## config.mk

```make
export PLATFORM = sky130hd
export DESIGN_NAME = controle_varredura_servo
export DESIGN_NICKNAME = d
export VERILOG_FILES = /design/src/rtl/varredura_pkg.sv /design/src/rtl/temporizador_m.sv /design/src/rtl/controle_varredura_servo.sv
export SDC_FILE = /design/constraint.sdc
export NUM_CORES = 1
export LEC_CHECK = 0
export ABC_AREA = 1
export CAP_MARGIN = 20
export CORE_MARGIN = 10
export CORE_UTILIZATION = 45
export DETAILED_ROUTE_END_ITERATION = 10
export PLACE_DENSITY = 0.71
export REMOVE_ABC_BUFFERS = 1
export SLEW_MARGIN = 40
export SYNTH_ARGS = -nofsm -noshare
export SYNTH_HDL_FRONTEND = slang
export SYNTH_SLANG_ARGS = --single-unit
```

## constraint.sdc

```tcl
create_clock -name clock -period 2.05 [get_ports clock]
set_clock_uncertainty 0.05 [all_clocks]
set_input_delay 0.3075 -clock clock [delete_from_list [all_inputs] [get_ports clock]]
set_output_delay 0.3075 -clock clock [all_outputs]
set_load 0.1 [all_outputs]
```

## src/rtl/varredura_pkg.sv

```systemverilog
// Shared types and constants for the servo scan sequencer.
package varredura_pkg;

    typedef enum logic [3:0] {
        StOcioso     = 4'd0,
        StZeraPos    = 4'd1,
        StMove       = 4'd2,
        StConfirma   = 4'd3,
        StEstabiliza = 4'd4,
        StMede       = 4'd5,
        StAguarda    = 4'd6,
        StProximo    = 4'd7,
        StErro       = 4'd15
    } estado_e;

    localparam logic [1:0] POS_MIN = 2'd0;
    localparam logic [1:0] POS_MAX = 2'd3;

    // Ping-pong turnaround: reverse at either end of the range.
    function automatic logic vira_sentido(input logic [1:0] alvo, input logic sentido);
        logic novo;
        novo = sentido;
        if (alvo == POS_MAX && sentido) begin
            novo = 1'b0;
        end else if (alvo == POS_MIN && !sentido) begin
            novo = 1'b1;
        end
        return novo;
    endfunction

endpackage

```

## src/rtl/temporizador_m.sv

```systemverilog
// M-cycle counter: clears on zera, advances on conta, fim flags the terminal count M-1.
module temporizador_m
    import varredura_pkg::*;
#(
    parameter int unsigned M = 16
) (
    input  logic clock,
    input  logic reset,
    input  logic zera,
    input  logic conta,
    output logic fim
);

    localparam int unsigned W = (M > 1) ? $clog2(M) : 1;

    logic [W-1:0] valor_q;

    always_ff @(posedge clock) begin
        if (reset || zera) begin
            valor_q <= '0;
        end else if (conta && !fim) begin
            valor_q <= valor_q + W'(1);
        end
    end

    assign fim = (valor_q == W'(M - 1));

endmodule

```

## src/rtl/controle_varredura_servo.sv

```systemverilog
// Scan sequencer driving circuito_pwm: position, settle, measure, step.
// Define VARREDURA_UNIDIRECIONAL_EN for a 0,1,2,3,0,... sweep instead of ping-pong.
module controle_varredura_servo
    import varredura_pkg::*;
#(
    parameter int unsigned SETTLE_CICLOS   = 25_000_000,
    parameter int unsigned TIMEOUT_CICLOS  = 5_000_000,
    parameter int unsigned MOVE_MAX_CICLOS = 64
) (
    input  logic       clock,
    input  logic       reset,
    input  logic       iniciar,
    input  logic       parar,
    input  logic [1:0] pos,
    input  logic       medida_pronta,
    output logic       set_pos,
    output logic [1:0] pos_inicial,
    output logic       direita,
    output logic       esquerda,
    output logic       enable_mov,
    output logic       medir,
    output logic [1:0] pos_medida,
    output logic       amostra_valida,
    output logic       timeout,
    output logic       erro_mov,
    output logic       ativo,
    output logic [3:0] db_estado
);

    estado_e    state_q, state_d;
    logic [1:0] alvo_q, alvo_d;
    logic       sentido_q, sentido_d;
    logic       fase_q, fase_d;
    logic [1:0] pos_medida_q, pos_medida_d;
    logic       amostra_q, amostra_d;
    logic       erro_q, erro_d;

    logic settle_fim, tmo_fim, mov_fim;

    temporizador_m #(.M(SETTLE_CICLOS)) u_settle (
        .clock (clock),
        .reset (reset),
        .zera  (state_q != StEstabiliza),
        .conta (state_q == StEstabiliza),
        .fim   (settle_fim)
    );

    temporizador_m #(.M(TIMEOUT_CICLOS)) u_timeout (
        .clock (clock),
        .reset (reset),
        .zera  (state_q != StAguarda),
        .conta (state_q == StAguarda),
        .fim   (tmo_fim)
    );

    temporizador_m #(.M(MOVE_MAX_CICLOS)) u_move (
        .clock (clock),
        .reset (reset),
        .zera  (state_q != StConfirma),
        .conta (state_q == StConfirma),
        .fim   (mov_fim)
    );

    always_ff @(posedge clock) begin
        if (reset) begin
            state_q      <= StOcioso;
            alvo_q       <= POS_MIN;
            sentido_q    <= 1'b1;
            fase_q       <= 1'b0;
            pos_medida_q <= 2'd0;
            amostra_q    <= 1'b0;
            erro_q       <= 1'b0;
        end else begin
            state_q      <= state_d;
            alvo_q       <= alvo_d;
            sentido_q    <= sentido_d;
            fase_q       <= fase_d;
            pos_medida_q <= pos_medida_d;
            amostra_q    <= amostra_d;
            erro_q       <= erro_d;
        end
    end

    always_comb begin
        state_d      = state_q;
        alvo_d       = alvo_q;
        sentido_d    = sentido_q;
        fase_d       = 1'b0;
        pos_medida_d = pos_medida_q;
        amostra_d    = 1'b0;
        erro_d       = erro_q;
        set_pos      = 1'b0;
        direita      = 1'b0;
        esquerda     = 1'b0;
        enable_mov   = 1'b0;
        medir        = 1'b0;
        timeout      = 1'b0;

        unique case (state_q)
            StOcioso: begin
                if (iniciar) state_d = StZeraPos;
            end
            StZeraPos: begin
                set_pos   = 1'b1;
                alvo_d    = POS_MIN;
                sentido_d = 1'b1;
                state_d   = StConfirma;
            end
            StMove: begin
                enable_mov = 1'b1;
                // Pulse for one cycle then drop, so the downstream edge detector sees a clean edge.
                if (!fase_q) begin
                    fase_d  = 1'b1;
                    direita = sentido_q;
`ifdef VARREDURA_UNIDIRECIONAL_EN
                    esquerda = 1'b0;
`else
                    esquerda = !sentido_q;
`endif
                end else begin
                    state_d = StConfirma;
                end
            end
            StConfirma: begin
                if (pos == alvo_q) begin
                    state_d = StEstabiliza;
                end else if (mov_fim) begin
                    erro_d  = 1'b1;
                    state_d = StErro;
                end
            end
            StEstabiliza: begin
                if (settle_fim) state_d = StMede;
            end
            StMede: begin
                medir        = 1'b1;
                pos_medida_d = alvo_q;
                state_d      = StAguarda;
            end
            StAguarda: begin
                // A measurement landing on the terminal count still wins.
                if (medida_pronta) begin
                    amostra_d = 1'b1;
                    state_d   = StProximo;
                end else if (tmo_fim) begin
                    timeout = 1'b1;
                    state_d = StProximo;
                end
            end
            StProximo: begin
                if (parar) begin
                    state_d = StOcioso;
                end else begin
`ifdef VARREDURA_UNIDIRECIONAL_EN
                    if (alvo_q == POS_MAX) begin
                        state_d = StZeraPos;
                    end else begin
                        alvo_d  = alvo_q + 2'd1;
                        state_d = StMove;
                    end
`else
                    sentido_d = vira_sentido(alvo_q, sentido_q);
                    alvo_d    = sentido_d ? (alvo_q + 2'd1) : (alvo_q - 2'd1);
                    state_d   = StMove;
`endif
                end
            end
            StErro: begin
                state_d = StErro;
            end
            default: begin
                state_d = StOcioso;
            end
        endcase
    end

    assign pos_inicial    = POS_MIN;
    assign pos_medida     = pos_medida_q;
    assign amostra_valida = amostra_q;
    assign erro_mov       = erro_q;
    assign ativo          = (state_q != StOcioso) && (state_q != StErro);
    assign db_estado      = state_q;

endmodule

```

==> summary.md <==
| Metric | Value |
|---|---|
| Status | complete, no violations |
| Die Area | ~13000 sq um |
| HP Class | reg2reg |
| Power density cells | roughly 860 nW/um^2 |
| Max-cap violations | 0 |
| Initial DRC Count | ~280 |
| Hold WS | approximately 0.42 ns |
| Remaining DRCs | 0 |
| Element type at the critical path start | flop |
| Commonest non-fill, non-tap cell in the layout | nand2_1 |
| Seq/Total Area, Yosys | about a third |
| Placed inst area | ~4400 sq um |
| Min Tclk post-route | a little over 2 ns |
| CP Max Fanout | 4 |
| Post-synthesis simple-gate area fraction | between 40% and 50% |
| Post-synth EDFFs | 0 |
| Lkg Pwr | 0.00169 uW |
| Avg WL per Cell | 12.0 um |
| Final count of hold timing violations | 0 |
| Root Driver | clkbuf_8 |
| Peak supply drop | between 1000 and 1500 uV |
| Largest net degree at the start of global routing | 24 |
| Hold path startpoint | erro_mov |
| Final Util | a little over half |
| Maximum clock frequency | 0.496 GHz |
| Post-Synth XOR/XNOR Area | 4.56% |
| Vias in the first global route | 3880 |
| Most used DFF post-synth | dfxtp_1 |
| Final TNS setup | 0 ns |
| Drt pass-1 iters | 5 |
| CTS H-Tree Depth | 3 |
| Via density per instance | just over 5 |
| Mux contribution to synthesized area | 0% |
| Clk pin slew, worst setup/hold paths | roughly 0.08 ns |
| Main combinational cell family by area after synthesis | simple AND/OR/NAND/NOR gates |
| Die Ht | approximately 110 um |
| WP data arrival | about 1.7 ns |
| Yosys cell types | 38 |
| DRT antenna net count | 0 |
| Initial antenna violation count | 0 |
| First-pass GRT wire length | 16.9 mm |
| Total CTS buffers | 9 |
| Via count | approximately 4000 |
| Final setup violation count | 0 |
| Crit end category | primary output |
| Die span in x | 115 um |
| RSZ-0062 raised after global routing | true |
| Layout area overhead | 14.4% |
| Detail Placement HPWL | 6.98 mm |
| YS warnings | 0 |
| Share of cells above drive strength 1 | about an eighth |
| ANT cells | 0 |
| TritonCTS clock tree | built |
| Clock latency on the worst-skew pair | roughly 0.35 ns |
| Final wirelength | 9.43 mm |
| GRT Util Overall | 15.1% |
| Total power | just under 4000 uW |
| Async SR Flop Fraction | 0% |
| Post-synthesis adder-cell area fraction | 0.930% |
| Gpl congestion | ~0.94 |
| Final Instance Area | approximately 4600 sq um |
| Final Max Tran Viols | 0 |
| IO Port Bufs | 21 |
| Clock Path Buffers | 2 |
| Synthesized area | between 4000 and 5000 sq um |
| GR Overflow Total | 0 |
| R2r startpoint | u_settle.valor_q[0] |
| IO Pins | 24 |
| Critical Setup Path Class | reg2out |
| Average cell area after synthesis | slightly above 6 sq um |
| Final-stage net count | 685 |
| Compound-cell area share of the yosys netlist | roughly a tenth |
| Final worst-path cycle share | 98.3% |
| CTS sink count | 66 |
| Crit path from | db_estado[1] |
| Core Region | between 8000 and 9000 sq um |
| Crit path required time | around 1.7 ns |
| Post-synthesis cell count | roughly 650 |
| Row cnt | 34 |
| Seq cells post-synth | 66 |
| Leading cell types in the layout, fill and taps excluded | 234 x nand2_1, 100 x nor2_1, 64 x dfxtp_1 |
| Initial Util | a little under half |
-- cells by family (layout without fill, tap and decap cells) --
group           Yosys count  after routing
flops                    66             66
buf+inv                  75            106
other cells               1              2
compound gates           72             72
simple gates            410            410
fa+ha+maj                 3              3
xor+xnor                 21             21
-- cell type report --
| class | instances | area, sq um |
|---|---|---|
| Tap cell | 108 | 135 |
| Inverter | 60 | 225 |
| Multi-Input combinational cell | 508 | 2400 |
| Clock buffer | 10 | 128 |
| Timing Repair Buffer | 30 | 340 |
| Clock inverter | 6 | 67.6 |
| Sequential cell | 66 | 1320 |
| Fill cell | 877 | 4100 |
-- state kept, by name, indices dropped and copies added, names as in the netlist --
| register | count |
|---|---|
| erro_mov | 1 |
| u_timeout.valor_q | 23 |
| u_settle.valor_q | 25 |
| sentido_q | 1 |
| db_estado | 4 |
| pos_medida | 2 |
| alvo_q | 2 |
| amostra_valida | 1 |
| u_move.valor_q | 6 |
| fase_q | 1 |
-- through the flow --
stage / setup WS [ns] / cells
final: 0.0354 / 788
after global routing: -0.0409 / 788
after CTS: 0.00361 / 788
after detailed placement: 0.185 / 771
after global placement: 0.216 / 771
after floorplan: -1.89 / 634
-- power breakdown --
part / switching (uW) / internal, uW
sequential: 75.8 / 1340
clock: 541 / 564
combinational: 1040 / 381
-- Yosys cell counts, types with 2 or more instances --
cell,number,area share [%]
ha_1,3,0.93
nor3_2,2,0.50
nand3_2,2,0.50
nor2_2,4,0.62
nand2_2,8,1.2
buf_4,4,0.74
nor3_1,5,0.62
buf_2,3,0.37
xor2_1,13,2.8
o21ai_0,14,1.7
nand2_1,234,22
nand4_1,2,0.31
inv_2,6,0.56
inv_1,54,5.0
a21oi_2,5,1.1
nor2_4,4,1.1
a21oi_1,45,5.6
o21a_1,2,0.37
dfxtp_1,66,33
xnor2_1,8,1.7
nor2_1,102,9.5
nand3_1,31,3.8
nand3b_1,11,2.0
clkbuf_1,2,0.19
a31oi_1,2,0.31
buf_8,2,0.74
buf_6,3,0.84
-- timing repair --
action / 4_1_cts / 5_1_grt
gates resized for setup: 5 / 3
setup buffers: 1 / 0
hold buffers: 0 / 0
pin swaps: 3 / 1
endpoints found under the setup margin: 1 / 5
-- critical path, stage by stage, from the launching register on --
cell,delay (ns)
dfxtp_1,0.39
inv_1,0.11
nor2_1,0.17
nand3b_1,0.19
nor2_1,0.24
buf_12,0.21
-- layer usage --
metal  global-route usage [%]  routed length, um  up-vias
met5                        0                  0        -
met4                     3.80                 78        0
met3                     4.19                541        8
met2                     25.6               4410       71
met1                     18.4               4410     1840
li1                         -                  -     2085
-- worst paths after layout --
kind / depth (start not counted) / slack, ns / endpoint
setup / recovery: 5 / 0.04 / direita
hold / removal: 1 / 0.42 / erro_mov
setup reg to reg: 8 / 0.22 / u_settle.valor_q[21]
hold reg to reg: 1 / 0.42 / erro_mov
No activity file was read; power rests on OpenSTA's default activity.
